`config.mk`:
```
export PLATFORM = sky130hd
export DESIGN_NAME = btn_event_conditioner_flat
export DESIGN_NICKNAME = d
export VERILOG_FILES = /design/src/rtl/btn_event_conditioner_pkg.sv /design/src/rtl/btn_event_conditioner_if.sv /design/src/rtl/btn_event_chan.sv /design/src/rtl/btn_event_conditioner.sv /design/src/flat_wrapper.sv
export SDC_FILE = /design/constraint.sdc
export NUM_CORES = 1
export LEC_CHECK = 0
export ABC_AREA = 1
export BUFFER_PORTS_ARGS = -buffer_cell sky130_fd_sc_hd__buf_4
export CAP_MARGIN = 20
export CORE_MARGIN = 5
export CORE_UTILIZATION = 59
export CTS_CLUSTER_SIZE = 16
export DETAILED_ROUTE_END_ITERATION = 7
export GPL_TIMING_DRIVEN = 0
export PLACE_DENSITY = 0.73
export SYNTH_ARGS = -nofsm -noshare
export SYNTH_HDL_FRONTEND = slang
export SYNTH_SLANG_ARGS = --single-unit
```
`constraint.sdc`:
```
create_clock -name vgaclk -period 2.15 [get_ports vgaclk]
set_input_delay 0.3225 -clock vgaclk [delete_from_list [all_inputs] [get_ports vgaclk]]
set_output_delay 0.3225 -clock vgaclk [all_outputs]
set_load 0.01 [all_outputs]
```
`src/rtl/btn_event_conditioner_pkg.sv`:
```
// Shared definitions for the button event conditioner: debounce FSM state
// encoding, default 25 MHz timing constants and channel index names.
// Optional feature macro: BTN_EVENT_REPEAT_EN (auto-repeat of press pulses).
package btn_event_conditioner_pkg;

  typedef enum logic {
    ST_STABLE   = 1'b0,
    ST_CHANGING = 1'b1
  } deb_state_t;

  // Defaults for a 25 MHz vgaclk
  localparam int DEF_NBTN       = 5;
  localparam int DEF_DEB_CYCLES = 250000;    // 10 ms
  localparam int DEF_CNT_W      = 18;
  localparam int DEF_REP_DELAY  = 12500000;  // 500 ms
  localparam int DEF_REP_PERIOD = 2500000;   // 100 ms
  localparam int DEF_REP_W      = 24;

  // Board button positions on btn_raw
  localparam int BTN_C = 0;
  localparam int BTN_E = 1;
  localparam int BTN_W = 2;
  localparam int BTN_N = 3;
  localparam int BTN_S = 4;

endpackage

```
`src/rtl/btn_event_conditioner_if.sv`:
```
// Button bus: raw inputs toward the conditioner, conditioned events back.
// master = consumer side (drives raw buttons), slave = the conditioner.
interface btn_event_conditioner_if #(
  parameter int NBTN = 5
);
  logic [NBTN-1:0] btn_raw;
  logic [NBTN-1:0] btn_level;
  logic [NBTN-1:0] btn_press;
  logic [NBTN-1:0] btn_release;
  logic            any_press;

  modport master (
    output btn_raw,
    input  btn_level, btn_press, btn_release, any_press
  );

  modport slave (
    input  btn_raw,
    output btn_level, btn_press, btn_release, any_press
  );
endinterface

```
`src/rtl/btn_event_chan.sv`:
```
// One button channel: 2-flop synchroniser, stability-counter debounce FSM,
// registered level/press/release, and (with BTN_EVENT_REPEAT_EN) auto-repeat
// press pulses while the button is held.
// press_nxt is the value press takes on the next edge; the top uses it to
// register any_press in the same cycle as the per-channel pulses.
// DEB_CYCLES is expected to be at least 2.
module btn_event_chan
  import btn_event_conditioner_pkg::*;
#(
  parameter int DEB_CYCLES = DEF_DEB_CYCLES,
  parameter int CNT_W      = DEF_CNT_W,
  parameter int REP_DELAY  = DEF_REP_DELAY,
  parameter int REP_PERIOD = DEF_REP_PERIOD,
  parameter int REP_W      = DEF_REP_W
) (
  input  logic vgaclk,
  input  logic reset,
  input  logic raw,
  output logic level,
  output logic press,
  output logic rel,
  output logic press_nxt
);

  localparam logic [CNT_W-1:0] CNT_LAST = CNT_W'(DEB_CYCLES - 1);

  logic       sync_meta;
  logic       sync;
  deb_state_t state;
  logic [CNT_W-1:0] cnt;
  logic       settle;
  logic       rep_hit;

  // Two-flop synchroniser for the asynchronous button input
  always_ff @(posedge vgaclk) begin
    if (reset) begin
      sync_meta <= 1'b0;
      sync      <= 1'b0;
    end else begin
      sync_meta <= raw;
      sync      <= sync_meta;
    end
  end

  // The new level has been seen for DEB_CYCLES consecutive cycles: accept it
  assign settle = (state == ST_CHANGING) && (sync != level) && (cnt == CNT_LAST);

`ifdef BTN_EVENT_REPEAT_EN
  localparam logic [REP_W-1:0] REP_LAST   = REP_W'(REP_DELAY - 1);
  localparam logic [REP_W-1:0] REP_RELOAD = REP_W'(REP_DELAY - REP_PERIOD);

  logic [REP_W-1:0] rcnt;

  // An accepted release wins over a repeat landing on the same edge, so
  // press and release never coincide.
  assign rep_hit = level && !settle && (rcnt == REP_LAST);

  // Hold timer: restarts on any accepted edge, runs while the level is high;
  // reloading to DELAY-PERIOD makes every later hit one PERIOD apart.
  always_ff @(posedge vgaclk) begin
    if (reset || settle || !level)
      rcnt <= '0;
    else if (rep_hit)
      rcnt <= REP_RELOAD;
    else
      rcnt <= rcnt + 1'b1;
  end
`else
  assign rep_hit = 1'b0;
`endif

  assign press_nxt = (settle && !level) || rep_hit;

  // Debounce FSM with registered level and one-cycle press/release pulses
  always_ff @(posedge vgaclk) begin
    if (reset) begin
      state <= ST_STABLE;
      cnt   <= '0;
      level <= 1'b0;
      press <= 1'b0;
      rel   <= 1'b0;
    end else begin
      press <= press_nxt;
      rel   <= settle && level;
      case (state)
        ST_STABLE: begin
          if (sync != level) begin
            state <= ST_CHANGING;
            cnt   <= CNT_W'(1);
          end else begin
            cnt   <= '0;
          end
        end
        ST_CHANGING: begin
          if (sync == level) begin
            // bounce back to the old level: discard the partial count
            state <= ST_STABLE;
            cnt   <= '0;
          end else if (cnt == CNT_LAST) begin
            state <= ST_STABLE;
            cnt   <= '0;
            level <= ~level;
          end else begin
            cnt   <= cnt + 1'b1;
          end
        end
      endcase
    end
  end

endmodule

```
`src/rtl/btn_event_conditioner.sv`:
```
// Multi-channel button front end: NBTN independent debounce channels whose
// outputs are gathered onto the button bus, plus a registered any_press.
// Optional feature macro: BTN_EVENT_REPEAT_EN (auto-repeat while held).
module btn_event_conditioner
  import btn_event_conditioner_pkg::*;
#(
  parameter int NBTN       = DEF_NBTN,
  parameter int DEB_CYCLES = DEF_DEB_CYCLES,
  parameter int CNT_W      = DEF_CNT_W,
  parameter int REP_DELAY  = DEF_REP_DELAY,
  parameter int REP_PERIOD = DEF_REP_PERIOD,
  parameter int REP_W      = DEF_REP_W
) (
  input  logic                   vgaclk,
  input  logic                   reset,
  btn_event_conditioner_if.slave bus
);

  logic [NBTN-1:0] level_v;
  logic [NBTN-1:0] press_v;
  logic [NBTN-1:0] rel_v;
  logic [NBTN-1:0] press_nxt_v;
  logic            any_q;

  for (genvar g = 0; g < NBTN; g++) begin : g_chan
    btn_event_chan #(
      .DEB_CYCLES (DEB_CYCLES),
      .CNT_W      (CNT_W),
      .REP_DELAY  (REP_DELAY),
      .REP_PERIOD (REP_PERIOD),
      .REP_W      (REP_W)
    ) u_chan (
      .vgaclk    (vgaclk),
      .reset     (reset),
      .raw       (bus.btn_raw[g]),
      .level     (level_v[g]),
      .press     (press_v[g]),
      .rel       (rel_v[g]),
      .press_nxt (press_nxt_v[g])
    );
  end

  // any_press registered from the channels' next-press terms so it rises
  // on the same edge as the btn_press bits it summarises
  always_ff @(posedge vgaclk) begin
    if (reset) any_q <= 1'b0;
    else       any_q <= |press_nxt_v;
  end

  assign bus.btn_level   = level_v;
  assign bus.btn_press   = press_v;
  assign bus.btn_release = rel_v;
  assign bus.any_press   = any_q;

endmodule

```
`src/flat_wrapper.sv`:
```
// flat-port wrapper written by rule: the top's interface ports become plain ports
module btn_event_conditioner_flat import btn_event_conditioner_pkg::*;
#(
  parameter int NBTN       = DEF_NBTN,
  parameter int DEB_CYCLES = DEF_DEB_CYCLES,
  parameter int CNT_W      = DEF_CNT_W,
  parameter int REP_DELAY  = DEF_REP_DELAY,
  parameter int REP_PERIOD = DEF_REP_PERIOD,
  parameter int REP_W      = DEF_REP_W
)
  (vgaclk, reset, bus_btn_raw, bus_btn_level, bus_btn_press, bus_btn_release, bus_any_press);
  btn_event_conditioner_if #(.NBTN(NBTN)) bus_i ();
  input  logic vgaclk;
  input  logic reset;
  input wire logic [$bits(bus_i.btn_raw)-1:0] bus_btn_raw;
  output wire logic [$bits(bus_i.btn_level)-1:0] bus_btn_level;
  output wire logic [$bits(bus_i.btn_press)-1:0] bus_btn_press;
  output wire logic [$bits(bus_i.btn_release)-1:0] bus_btn_release;
  output wire logic [$bits(bus_i.any_press)-1:0] bus_any_press;
  assign bus_i.btn_raw = bus_btn_raw;
  assign bus_btn_level = bus_i.btn_level;
  assign bus_btn_press = bus_i.btn_press;
  assign bus_btn_release = bus_i.btn_release;
  assign bus_any_press = bus_i.any_press;
  btn_event_conditioner #(.NBTN(NBTN), .DEB_CYCLES(DEB_CYCLES), .CNT_W(CNT_W), .REP_DELAY(REP_DELAY), .REP_PERIOD(REP_PERIOD), .REP_W(REP_W)) u_core (.vgaclk(vgaclk), .reset(reset), .bus(bus_i));
endmodule
```
==> results.toml <==
[route]
drt-pass1-iter-count = 5
detail-route-antenna-nets = 0
drt_iter0_drc = 184
wl_per_cell_um = 11.4
totalWireLength_um = 11000
num_vias = 4789
vias_per_cell = 4.96
drc = 0

[global_route]
antenna_found_initial = 0
grt_max_degree = 17
grt_overflow = 0
grt_pass1_vias = 4641
grt_pass1_wl_um = 19900
gr-usage-all-layers_pct = 21.1

[hold_path]
hp-class = "primary input to flip-flop"

[logic_synthesis]
yosys.area_share.xor_xnor_pct = 3.59
ys_dominant_reg_cell = "dfxtp_1"
synthesis.area_mm2 = 0.00561
synth.largest_area_cell = "dfxtp_1"
yosysWarnings = 0
synth-seq-area-share_pct = 43.2
muxShareOfSynthArea_pct = 0
synth_compound_area_share_pct = 5.53
yosys.area_share.simple_pct = 35.9
synth_cell_type_count = 39
async_flop_share_pct = 0
synthMostInstantiatedCell = "nand2_1"
syn_nets = 793
synth_commonest_cells = "nand2_1 (140), nor2_1 (130), dfxtp_1 (121), inv_1 (112), nand3_1 (52)"
synth-seq-cells = 121
synth_cells = 781
synth_edf_count = 0
yosys-top-cells-area = "dfxtp_1 (43%), nand2_1 (9.4%), nor2_1 (8.7%)"
yosys.area_share.adder_pct = 1.11
yosys.area.top_type_share_pct = 43.2
postSynthAreaPerCell_um2 = 7.19
synth_top_family_by_area = "simple AND/OR/NAND/NOR gates"

[sta]
maxSlewViolCount = 0
slew_headroom_pct = 67.2
min_period_ns = 1.91
fmax_ghz = 0.524
post-route-period-util_pct = 88.8
hold_violations = 0
clock_skew_ns = 0.00660
finalSetupViolCount = 0
worst_pin_slew_ns = 0.492
rsz0062_at_grt = "no"
finalSetupTns_ns = 0

[clock_tree]
clk_latency_ns = 0.51
root_buffer = "clkbuf_8"
cts_sinks = 121
cts_tree = "built"
path_clk_slew_ns = 0.06
postCtsResizedCells = 0
htree_levels = 4
cts_made_buffers = 17
clock_path_buffers = 2

[die]
die_y_um = 108
core_area_mm2 = 0.00924
rows = 35
die_w_um = 108
die_area_mm2 = 0.0116
start_util_pct = 60.7
io_pins = 23

[place]
gp_congestion = 0.901
placed_cell_area_mm2 = 0.00593
io_buffers = 21
hpwl_um = 8030

[setup_path]
cp-end-kind = "flip-flop"
worstSetupStartpoint = "u_core.g_chan[1].u_chan.cnt[0]"
max_stage_delay_ns = 0.44
r2r_slack_ns = 0.24
endpoint = "u_core.g_chan[1].u_chan.cnt[14]"
cp_max_fo = 10
startpoint_type = "flip-flop"
cp.required_ns = 2.55
cp_slowest_cell = "dfxtp_1"
reg2regPathDepth = 9
path_cells = "ha_1, nand2_1, inv_2, nand2_2, nor2_1, nand2_1, nand3_2, buf_2, a21oi_1"
regToRegStartpoint = "u_core.g_chan[1].u_chan.cnt[0]"
path_common_cell = "nand2_1"
arrival_ns = 2.31
worstReg2RegEnd = "u_core.g_chan[1].u_chan.cnt[14]"
critPathKind = "flip-flop to flip-flop"

[pwr]
p_leak_uw = 0.00245
peakVddDrop_uv = 640
pwr_density_cell_mw_per_mm2 = 780

[finish]
postLayoutCellArea_mm2 = 0.00655
drive_above_1_share_pct = 13.5
syn_to_final_growth_pct = 16.7
nNetsFinal = 836
num_antenna_cells = 0

[run]
drv_cap = 0

[run_status]
outcome = "completed"
## state kept, by name, indices dropped and copies added (netlist names)
| signal | cells |
|---|---|
| u_core.bus.any_press | 1 |
| u_core.g_chan.u_chan.cnt | 90 |
| u_core.g_chan.u_chan.level | 5 |
| u_core.g_chan.u_chan.press | 5 |
| u_core.g_chan.u_chan.rel | 5 |
| u_core.g_chan.u_chan.state | 5 |
| u_core.g_chan.u_chan.sync | 5 |
| u_core.g_chan.u_chan.sync_meta | 5 |
## how the worst min path moves through the flow
stage / cells past startpoint / to / startpoint
6_report: 3 / u_core.g_chan[1].u_chan.sync_meta / bus_btn_raw[1]
3_3_place_gp: 2 / u_core.g_chan[0].u_chan.sync / u_core.g_chan[0].u_chan.sync_meta
3_5_place_dp: 2 / u_core.g_chan[0].u_chan.sync / u_core.g_chan[0].u_chan.sync_meta
5_1_grt: 3 / u_core.g_chan[1].u_chan.sync_meta / bus_btn_raw[1]
4_1_cts: 3 / u_core.g_chan[1].u_chan.sync_meta / bus_btn_raw[1]
2_1_floorplan: 2 / u_core.g_chan[0].u_chan.sync / u_core.g_chan[0].u_chan.sync_meta
## worst max-delay path: cells and delay by family (launching register included)
family / cells / cell delay [ns]
fa+ha+maj: 1 / 0.22
compound gates: 1 / 0.08
simple gates: 5 / 0.73
flops: 1 / 0.44
buf+inv: 2 / 0.32
## metal layers
| layer | share of wire [%] | global-route usage, % | vias to the layer above |
|---|---|---|---|
| met5 | 0 | 0 | - |
| met3 | 3.0 | 6.12 | 10 |
| met1 | 47 | 25.9 | 2169 |
| met4 | 1.1 | 6.22 | 0 |
| li1 | - | - | 2550 |
| met2 | 49 | 35.7 | 60 |
## stage by stage
stage | std cells | hold WS [ns] | utilization (%) | total power [µW] | setup WS (ns)
final | 966 | 0.0191 | 70.9 | 5110 | 0.241
after global placement | 931 | 0.395 | 64.2 | 2360 | 0.351
after detailed placement | 931 | 0.396 | 64.2 | 2370 | 0.293
after CTS | 966 | 0.00138 | 70.9 | 5160 | 0.243
after floorplan | 781 | 0.388 | - | 2350 | 0.619
after global routing | 966 | 0.00636 | 70.9 | 5310 | 0.0403
## report_power, final
| group | internal, µW | total (µW) | leakage [µW] | switching, µW |
|---|---|---|---|---|
| Sequential | 2260 | 2270 | 0.000977 | 8.90 |
| Combinational | 21.8 | 54.9 | 0.00120 | 33.1 |
| Clock | 1700 | 2790 | 0.000280 | 1080 |
| Total | 3980 | 5110 | 0.00245 | 1130 |
## layout by cell type, fill, tap and decap left out, types with 4 or more instances in the layout
cell / instances
nand2_1: 140
nor2_1: 130
dfxtp_1: 121
inv_1: 112
nand3_1: 52
nor3_1: 43
buf_4: 36
a21oi_1: 33
nand4_1: 19
xor2_1: 18
clkbuf_16: 16
o21ai_0: 13
nor2_2: 10
nor3b_1: 8
or2_2: 6
inv_6: 6
xnor2_1: 5
buf_2: 5
nand3_2: 5
ha_1: 5
or2_0: 4
nand2_2: 4
## kinds of logic (layout without fill, tap and decap cells)
logic type      Yosys count  count (layout)
simple gates            436             436
flops                   121             121
xor+xnor                 23              23
fa+ha+maj                 5               5
buf+inv                 139             195
compound gates           57              57
## what timing repair did
item                                   CTS  global route
endpoints found under the hold margin    3             0
setup endpoints to repair                0             0
setup buffers                            0             0
hold buffers                             3             0
## layout make-up
cell class | count | area, µm²
Buffer | 24 | 169
Clock buffer | 18 | 428
Clock inverter | 14 | 161
Fill cell | 761 | 2690
Inverter | 115 | 432
Multi-Input combinational cell | 521 | 2590
Sequential cell | 121 | 2420
Tap cell | 129 | 161
Timing Repair Buffer | 24 | 188
Note: power is estimated with default switching activity, not from simulation.
